$ cat src/rtl/fib_seq_gen.sv
// Fibonacci generator: computes F(n) once or streams F(0)..F(n) over a valid/ready port.
// Optional macro FIB_OVF_SAT_EN makes overflowed terms saturate to all-ones instead of wrapping.
module fib_seq_gen #(
    parameter int WIDTH = 32,
    parameter int IDX_W = 8
) (
    input  logic             clk,
    input  logic             rst,
    input  logic             start,
    input  logic             mode,
    input  logic [IDX_W-1:0] n,
    output logic             busy,
    output logic             out_valid,
    input  logic             out_ready,
    output logic [WIDTH-1:0] out_data,
    output logic             out_last,
    output logic             out_ovf
);

    typedef enum logic [1:0] {
        IDLE = 2'd0,
        CALC = 2'd1,
        EMIT = 2'd2
    } state_t;

    state_t           state_reg, state_next;
    logic [WIDTH-1:0] a_reg, a_next;
    logic [WIDTH-1:0] b_reg, b_next;
    logic             a_ovf_reg, a_ovf_next;
    logic             b_ovf_reg, b_ovf_next;
    logic [IDX_W-1:0] k_reg, k_next;
    logic [IDX_W-1:0] n_reg, n_next;
    logic             mode_reg, mode_next;

    logic [WIDTH:0]   sum;
    logic             sum_ovf;
    logic [WIDTH-1:0] b_step;
    logic             k_done;
    logic             beat_last;
    logic             advance;

    assign sum     = {1'b0, a_reg} + {1'b0, b_reg};
    assign sum_ovf = sum[WIDTH] | a_ovf_reg | b_ovf_reg;

`ifdef FIB_OVF_SAT_EN
    assign b_step = sum_ovf ? {WIDTH{1'b1}} : sum[WIDTH-1:0];
`else
    assign b_step = sum[WIDTH-1:0];
`endif

    assign k_done    = (k_reg == n_reg);
    assign beat_last = !mode_reg || k_done;
    assign busy      = (state_reg != IDLE);

    always_comb begin
        state_next = state_reg;
        a_next     = a_reg;
        b_next     = b_reg;
        a_ovf_next = a_ovf_reg;
        b_ovf_next = b_ovf_reg;
        k_next     = k_reg;
        n_next     = n_reg;
        mode_next  = mode_reg;
        advance    = 1'b0;
        out_valid  = 1'b0;
        out_data   = '0;
        out_last   = 1'b0;
        out_ovf    = 1'b0;

        case (state_reg)
            IDLE: begin
                if (start) begin
                    a_next     = '0;
                    b_next     = WIDTH'(1);
                    a_ovf_next = 1'b0;
                    b_ovf_next = 1'b0;
                    k_next     = '0;
                    n_next     = n;
                    mode_next  = mode;
                    state_next = mode ? EMIT : CALC;
                end
            end
            CALC: begin
                if (k_done) begin
                    state_next = EMIT;
                end else begin
                    advance = 1'b1;
                end
            end
            EMIT: begin
                out_valid = 1'b1;
                out_data  = a_reg;
                out_ovf   = a_ovf_reg;
                out_last  = beat_last;
                if (out_ready) begin
                    if (beat_last) begin
                        state_next = IDLE;
                    end else begin
                        advance = 1'b1;
                    end
                end
            end
            default: state_next = IDLE;
        endcase

        // k stops at n, so the increment can never wrap inside a job
        if (advance) begin
            a_next     = b_reg;
            a_ovf_next = b_ovf_reg;
            b_next     = b_step;
            b_ovf_next = sum_ovf;
            k_next     = k_reg + IDX_W'(1);
        end
    end

    always_ff @(posedge clk or posedge rst) begin
        if (rst) begin
            state_reg <= IDLE;
            a_reg     <= '0;
            b_reg     <= WIDTH'(1);
            a_ovf_reg <= 1'b0;
            b_ovf_reg <= 1'b0;
            k_reg     <= '0;
            n_reg     <= '0;
            mode_reg  <= 1'b0;
        end else begin
            state_reg <= state_next;
            a_reg     <= a_next;
            b_reg     <= b_next;
            a_ovf_reg <= a_ovf_next;
            b_ovf_reg <= b_ovf_next;
            k_reg     <= k_next;
            n_reg     <= n_next;
            mode_reg  <= mode_next;
        end
    end

endmodule

$ cat config.mk
export PLATFORM = sky130hd
export DESIGN_NAME = fib_seq_gen
export DESIGN_NICKNAME = d
export VERILOG_FILES = /design/src/rtl/fib_seq_gen.sv
export SDC_FILE = /design/constraint.sdc
export NUM_CORES = 1
export LEC_CHECK = 0
export ABC_CLOCK_PERIOD_IN_PS = 3820
export CAP_MARGIN = 20
export CORE_MARGIN = 2
export CORE_UTILIZATION = 46
export CTS_BUF_LIST = sky130_fd_sc_hd__clkbuf_8 sky130_fd_sc_hd__clkbuf_16
export CTS_CLUSTER_DIAMETER = 50
export DETAILED_ROUTE_END_ITERATION = 7
export MAX_ROUTING_LAYER = met4
export PLACE_DENSITY = 0.72
export SLEW_MARGIN = 20
export SYNTH_ARGS = -nofsm -noshare
export SYNTH_HDL_FRONTEND = slang
export SYNTH_SLANG_ARGS = --single-unit
$ cat constraint.sdc
create_clock -name clk -period 3.82 [get_ports clk]
set_input_delay 0.764 -clock clk [delete_from_list [all_inputs] [get_ports clk]]
set_output_delay 0.764 -clock clk [all_outputs]
set_load 0.03 [all_outputs]
Word level (Yosys, flattened, before mapping):

Cells that the tools add are included.

* muxes and demuxes: 27
* bitwise operators: 2
* reduce and logical (&&, ||, !) cells: 9
* add/subtract/negate cells: 2
* eq/ne operators: 7

Operators with widths (number)
* 32-bit two-way mux: 7
* 32-bit by 32-bit adder with 33-bit output: 1
* 8-bit two-way mux: 3
* 1-bit two-way mux: 10
* 2-bit two-way mux: 5
* 8-bit by 1-bit adder with 8-bit output, second input constant: 1
* 8-bit == test: 1
* 2-bit != test, second input constant: 4
* 2-bit one-hot mux with 3 select lines: 1
* 2-bit nonzero test: 3
* 2-bit AND reduction: 2
* 4-bit AND reduction: 1
* 2-bit by 1-bit == test with 1-bit output, second input constant: 1
* 2-bit == test, second input constant: 1
* 2-bit zero test: 1
* 1-bit OR: 2
* 1-bit one-hot mux with 2 select lines: 1
* 1-bit zero test: 1
* 1-bit logical OR: 1

* register bits: 85

Longest topological paths before layout:

Gate-level depths: netlist of the first run.

* word-level depth: 7
* gate-level depth with buffers: 12

Least setup slack after synthesis of the first run:

No wires, ideal clock.

* kind: reg2reg
* start: register b_reg[0]
* end: register b_ovf_reg
* library setup time: 77 ps
* data arrival time: 2889 ps
* data required time: 3743 ps
* cell stages (with the launch flop): 13
* slack: 853 ps
* cell sequence: dfstp_2 ha_1 fa_1 a21o_1 a31o_1 a21oi_1 o31a_1 o31a_1 o31ai_4 a21oi_2 o41ai_1 nand2_1 a21oi_1

* longest elaborated chain between the ends: 4

RTL lines
* from (decl): RTL line 28 `logic [WIDTH-1:0] b_reg, b_next;`
* from (signal assigned): RTL line 129 `b_reg <= b_next;`
* 32-bit by 32-bit adder with 33-bit output: RTL line 42 `assign sum = {1'b0, a_reg} + {1'b0, b_reg};`
* 1-bit OR (2 in series): RTL line 43 `assign sum_ovf = sum[WIDTH] | a_ovf_reg | b_ovf_reg;`
* 1-bit two-way mux: RTL line 107 `if (advance) begin`
* to (signal assigned): RTL line 131 `b_ovf_reg <= b_ovf_next;`
* to (decl): RTL line 30 `logic b_ovf_reg, b_ovf_next;`

Every way passes these cells.
A chain may end at the register's enable or synchronous reset.

Final worst setup path of the first run:

* start: register a_reg[0]
* end: register b_reg[30]

* longest elaborated chain between the ends: 2

RTL lines
* from (decl): RTL line 27 `logic [WIDTH-1:0] a_reg, a_next;`
* from (signal assigned): RTL line 128 `a_reg <= a_next;`
* 32-bit by 32-bit adder with 33-bit output: RTL line 42
* 32-bit two-way mux: RTL line 107

Every way passes these cells.

==> key figures, run 1 <==
Power and ir drop
  • Switching Fraction: 37.7%
  • Pwr dens: 444 nW/um2
  • Internal cell power: about 1700 uW
  • Flop pwr share: just under 40%
  • Net Switching: 1030 uW
  • Maximum VDD drop: 0.412 mV
  • Clock power share: 33.0%
  • Pleak: 0.00301 uW
  • Comb pwr share: 28.0%

Route
  • Drt first pass iters: 6
  • Routed WL: 11,500 um
  • DR WL/cell: 14.7 um
  • Vias per inst: 5.61
  • 1st-iter DRT viols: between 200 and 250
  • Routed Antenna Nets: 0
  • DRC: 0
  • Vias: approximately 4,400

Placement
  • Port bufs: 48
  • Placed instance area: between 5000 and 6000 um2
  • DP HPWL: 7790 um
  • GP Congestion: between 0.8 and 0.9

Clocking
  • Num CTS Buffers: 9
  • Setup bufs post-CTS: 0
  • CTS tree: done
  • H-tree Lvls: 3
  • Hold Buf Count CTS: 0
  • Post_cts resized: 0
  • Clk buf depth: 2
  • Clk slew on worst S/H paths: 70 ps
  • Clk sinks: 85
  • Root Driver: clkbuf_16
  • Worst-skew pair later-pin latency: between 300 and 400 ps

Finish
  • Final Core Density: 56.2%
  • Commonest cells after routing, fill and taps aside: 101 x nand2_1, 84 x dfrtp_1, 75 x nand3_1, 55 x o21ai_0, 48 x clkdlybuf4s50_1
  • Area occupied by registers: roughly 2100 um2
  • Layout area overhead: 17.8%
  • Nets: just under 700
  • Commonest non-fill, non-tap cell in the layout: nand2_1
  • Fraction of layout cells with a size suffix above 1: 6.39%
  • Fill cells: between 900 and 1,000
  • N_diodes: 0
  • Finished Cell Area: roughly 6200 um2
  • Multi-input logic area: roughly 3000 um2

Logic synthesis
  • Synthesized Nets: around 650
  • Asr flop ratio synth: 100%
  • Primary FF master, synth: dfrtp_1
  • Yosys cell types: 44
  • Synth Cell Area: roughly 5200 um2
  • Post-synthesis cell count: 602
  • YS warnings: 0
  • Synthesized area per cell: 8.70 um2
  • Register area share after synthesis: 40.6%
  • Leading area contributor after synthesis: dfrtp_1
  • Post-synth EDFFs: 0
  • Synthesized flop and latch total: 85
  • Post-synth top area share: ~40%
  • Ranking of synthesized cells by area: dfrtp_1 40%, ha_1 8.6%, nand2_1 7.3%, nand3_1 7.3%, o21ai_0 5.3%

Timing
  • Slew headroom: 39.7%
  • Finish-stage setup viols: 0
  • RSZ-0062 raised after global routing: false
  • FMAX: 298 MHz
  • Sum of negative setup slack: 0 ps
  • Period utilization: between 80% and 90%
  • Actual slew at the worst max-slew pin: 904 ps
  • Max-slew violations: 0
  • Worst Skew: 10.1 ps
  • Final hold viol count: 0
  • Minimum clock period: 3360 ps

Worst setup path
  • Crit path required time: 4030 ps
  • Worst setup SP type: register
  • Setup CP Type: register to register
  • CP arrival: ~3600 ps
  • Setup crit end kind: register
  • Crit path max fanout: 4
  • Worst reg2reg setup slack: 460 ps

Floorplanning
  • Die W: 111 um
  • Placement row count: 38
  • Die area: 12,300 um2
  • IO Pins: 49
  • Height of the die: 111 um
  • Core Area: 11,000 um2
  • Initial Utilization: 47.7%

Min path
  • Min-Delay Path Class: register to register

Status
  • Outcome: completed

Job
  • Max-Cap Viols: 0

Global routing
  • Initial antenna violation count: 0
  • Vias in the first global route: 4,278
  • Largest net degree at the start of global routing: 55
  • Remaining Overflow, GRT: 0
  • Global-route wire length before repair: 20,200 um
  • Gr usage total: 20.1%
final timing paths:
check / startpoint / end / cells past startpoint
min in group asynchronous: rst / a_reg[12]$_DFFE_PP0P_ / 2
setup / recovery: a_reg[0]$_DFFE_PP0P_ / b_reg[30]$_DFFE_PP0P_ / 12
setup reg to reg: a_reg[0]$_DFFE_PP0P_ / b_reg[30]$_DFFE_PP0P_ / 12
hold reg to reg: b_reg[29]$_DFFE_PP0P_ / a_reg[29]$_DFFE_PP0P_ / 2
max in group asynchronous: rst / b_reg[0]$_DFFE_PP1P_ / 3
hold / removal: b_reg[29]$_DFFE_PP0P_ / a_reg[29]$_DFFE_PP0P_ / 2
synth_stat cells (all sizes together) (5+ instances only):
cell and count:
clkbuf 29, o21ai 61, xnor2 17, ha 36, and3 6, dfrtp 84, nor2 14, nand2 102
a21oi 37, nand4 5, and2 34, mux2 9, inv 6, nand3 76, a21o 19, xor2 23
through the flow:
step / setup WS, ps / total power (uW) / cells / hold slack [ps]
global placement: 632 / 1830 / 766 / 476
detailed placement: 505 / 1860 / 766 / 488
CTS: 493 / 2760 / 782 / 508
finish: 465 / 2740 / 782 / 502
global route: 269 / 2900 / 782 / 525
floorplan: 853 / 1610 / 602 / 462
routing by layer:
metal	part of all wire [%]	vias up	wire length, um	GRT usage [%]
met4	0.79	0	91	5.08
met3	3.3	8	386	3.34
met5	0	-	0	-
met1	48	2110	5490	27.0
li1	-	2189	-	-
met2	48	79	5560	31.9
cell type report:
type                       count  share of cell area [%]
clock buffer                   9                    3.65
sequential                    85                    34.5
tap                          140                    2.84
inverter                       6                   0.385
multi-input combinational    480                    48.4
clock inverter                 7                    1.40
timing repair buffer          55                    8.84
critical path, cell delays in order, from the launching register on:
cell      delay, ps
dfrtp_1         400
ha_1            240
fa_1            400
a21o_1          190
a31o_1          210
a21oi_1         260
o31a_1          270
o31a_1          300
o31ai_4         130
a311oi_1        430
a21oi_1         160
xnor2_1         170
o21ai_1          70
power groups by stage:
stage / Combinational (uW) / Sequential, uW / Clock, uW
finish: 768 / 1070 / 903
floorplan: 548 / 1060 / 0
global placement: 748 / 1080 / 0
global route: 860 / 1080 / 957
detailed placement: 773 / 1090 / 0
CTS: 777 / 1070 / 919
logic make-up after synthesis:
group	synth area share (%)
AND/OR/NAND/NOR	22.9
AO/OA/AOI/OAI	16.2
flip-flops	40.6
XOR/XNOR	6.69
buffers and inverters	2.65
adder cells (fa/ha/maj)	8.98
multiplexers	1.94
Power figures use the tool's default switching activity.
==> inputs of run 2 (changes only) <==
--- a/config.mk
+++ b/config.mk
@@ -7,6 +7,7 @@
 export LEC_CHECK = 0
 export ABC_CLOCK_PERIOD_IN_PS = 3820
 export CAP_MARGIN = 20
+export CORE_ASPECT_RATIO = 1.5
 export CORE_MARGIN = 2
 export CORE_UTILIZATION = 46
 export CTS_BUF_LIST = sky130_fd_sc_hd__clkbuf_8 sky130_fd_sc_hd__clkbuf_16
@@ -14,7 +15,6 @@
 export DETAILED_ROUTE_END_ITERATION = 7
 export MAX_ROUTING_LAYER = met4
 export PLACE_DENSITY = 0.72
-export SLEW_MARGIN = 20
 export SYNTH_ARGS = -nofsm -noshare
 export SYNTH_HDL_FRONTEND = slang
 export SYNTH_SLANG_ARGS = --single-unit
==> run 2 against run 1 <==
Wire length grew 2.8%. Design area fell by 0.77%. Non-clock buffer count is 1 higher. Combinational power barely moved. Total power decreased by 4.2%.
==> key figures, run 2 (synthesis results as in run 1) <==
Status
  • Outcome: completed

Timing
  • FMAX: 298 MHz
  • Worst Skew: 4.44 ps
  • Slew headroom: 49.3%
  • RSZ-0062 raised after global routing: false
  • Max-slew violations: 0
  • Sum of negative setup slack: 0 ps
  • Minimum clock period: 3350 ps
  • Finish-stage setup viols: 0
  • Final hold viol count: 0
  • Actual slew at the worst max-slew pin: between 700 and 800 ps
  • Period utilization: 87.8%

Clocking
  • CTS tree: done
  • Clk sinks: 85
  • Post_cts resized: 0
  • Worst-skew pair later-pin latency: 340 ps
  • Setup bufs post-CTS: 0
  • H-tree Lvls: 3
  • Clk slew on worst S/H paths: 60 ps
  • Hold Buf Count CTS: 0
  • Root Driver: clkbuf_16
  • Num CTS Buffers: 9
  • Clk buf depth: 2

Finish
  • Fill cells: 1,041
  • Layout Cells excl Fill: 789
  • Nets: 688
  • N_diodes: 0
  • Commonest cells after routing, fill and taps aside: 101 x nand2_1, 84 x dfrtp_1, 75 x nand3_1, 55 x o21ai_0, 48 x clkdlybuf4s50_1
  • Commonest non-fill, non-tap cell in the layout: nand2_1
  • Layout area overhead: 16.9%
  • Fraction of layout cells with a size suffix above 1: slightly below 6%

Global routing
  • Initial antenna violation count: 0
  • Largest net degree at the start of global routing: 42
  • Remaining Overflow, GRT: 0
  • Gr usage total: 21.0%
  • Vias in the first global route: around 4,400
  • Global-route wire length before repair: 20,700 um

Placement
  • GP Congestion: 0.900
  • Port bufs: 48
  • Placed Instances: approximately 770
  • DP HPWL: 8360 um

Floorplanning
  • Die W: 91.1 um
  • Placement row count: 47
  • Height of the die: around 130 um
  • IO Pins: 49
  • Initial Utilization: 47.4%
  • Core Area: 11,100 um2
  • Die area: approximately 12,000 um2

Route
  • DR WL/cell: around 15 um
  • 1st-iter DRT viols: 210
  • Vias: 4,411
  • DRC: 0
  • Drt first pass iters: 4
  • Routed Antenna Nets: 0
  • Vias per inst: 5.59
  • Routed WL: approximately 12,000 um

Worst setup path
  • Crit path max fanout: 4
  • Reg2reg start: b_reg[0]$_DFFE_PP1P_
  • Reg2reg end: b_ovf_reg$_DFFE_PP0P_
  • Max incr delay on CP: approximately 540 ps
  • Setup crit end kind: register
  • Crit path required time: 4080 ps
  • Count of buffer and inverter cells on the critical path: 0
  • Worst reg2reg setup slack: 470 ps
  • Setup CP Type: register to register
  • CP arrival: 3610 ps
  • Crit-path slowest cell: dfstp_2
  • Crit-path cells: ha_1 > fa_1 > a21o_1 > a31o_1 > a21oi_1 > o31a_1 > o31a_1 > o31ai_4 > a21oi_2 > o41ai_1 > nand2_1 > a21oi_1
  • Worst setup SP type: register
  • Cell family with most CP delay: compound AO/OA/AOI/OAI gates
  • Worst reg2reg path depth: 12

Power and ir drop
  • Comb pwr share: 29.2%
  • Internal cell power: 1690 uW
  • Switching Fraction: 35.8%
  • Pwr dens: 429 nW/um2
  • Flop pwr share: 40.9%
  • Clock power share: between 20% and 30%
  • Maximum VDD drop: around 0.33 mV
  • Net Switching: 941 uW
  • Pleak: 0.00300 uW

Min path
  • Hold worst-path end: a_reg[29]$_DFFE_PP0P_
  • Min-Delay Path Class: register to register
  • Worst hold start: b_reg[29]$_DFFE_PP0P_
  • Worst hold path stage count: 2

Job
  • Max-Cap Viols: 0
==> run 2: cell count changes in the layout (fill, tap and decap cells not counted), sizes merged <==
cell    before  now
inv          9    8
clkbuf       9   10
clkinv       4    3
buf          7    8
==> run 2: power by group through the flow <==
stage	logic [uW]	clock network [uW]	registers, uW
final	768	785	1070
after global routing	868	838	1090
after CTS	782	800	1080
after detailed placement	777	0	1090
after global placement	755	0	1080
after floorplan	548	0	1060
==> run 2: layout make-up <==
| class | instances | area [um2] | share of cell area (%) |
|---|---|---|---|
| multi-input cells | 480 | 2990 | 48.8 |
| flip-flops and latches | 85 | 2130 | 34.8 |
| repair buffers | 56 | 541 | 8.83 |
| clock buffers | 10 | 239 | 3.90 |
| well taps | 147 | 184 | 3.00 |
| inverters | 6 | 23.8 | 0.388 |
| clock inverters | 5 | 21.3 | 0.347 |
==> run 2: tightest hold or removal path: stages (launching register included) <==
cell	delay, ps
dfrtp_1	370
nand2_1	60
nand2_1	50
==> run 2: how the worst max path moves through the flow <==
| stage | start | to | slack [ps] | cells past startpoint |
|---|---|---|---|---|
| global placement | a_reg[0]$_DFFE_PP0P_ | b_reg[30]$_DFFE_PP0P_ | 600 | 12 |
| finish | b_reg[0]$_DFFE_PP1P_ | b_ovf_reg$_DFFE_PP0P_ | 470 | 12 |
| CTS | state_reg[0]$_DFFE_PP0P_ | out_data[29] | 470 | 5 |
| detailed placement | b_reg[0]$_DFFE_PP1P_ | b_ovf_reg$_DFFE_PP0P_ | 500 | 12 |
| floorplan | b_reg[0]$_DFFE_PP1P_ | b_ovf_reg$_DFFE_PP0P_ | 850 | 12 |
| global route | b_reg[0]$_DFFE_PP1P_ | b_ovf_reg$_DFFE_PP0P_ | 310 | 12 |
==> run 2: metrics by stage <==
step                hold WS, ps  total power, uW  util (%)  instance area (um2)  worst slack (ps)
CTS                         503             2660      55.4                 6120               474
floorplan                   462             1610         -                 5240               853
finish                      503             2630      55.4                 6120               467
detailed placement          487             1870      53.0                 5860               502
global route                524             2790      55.4                 6120               307
global placement            474             1840      53.0                 5860               600
==> run 2: routing by layer <==
metal	vias to the layer above	global-route usage (%)	routed length (um)
met5	-	-	0
met4	0	7.32	258
met3	24	3.18	359
met1	2122	24.5	5030
met2	90	36.8	6190
li1	2175	-	-
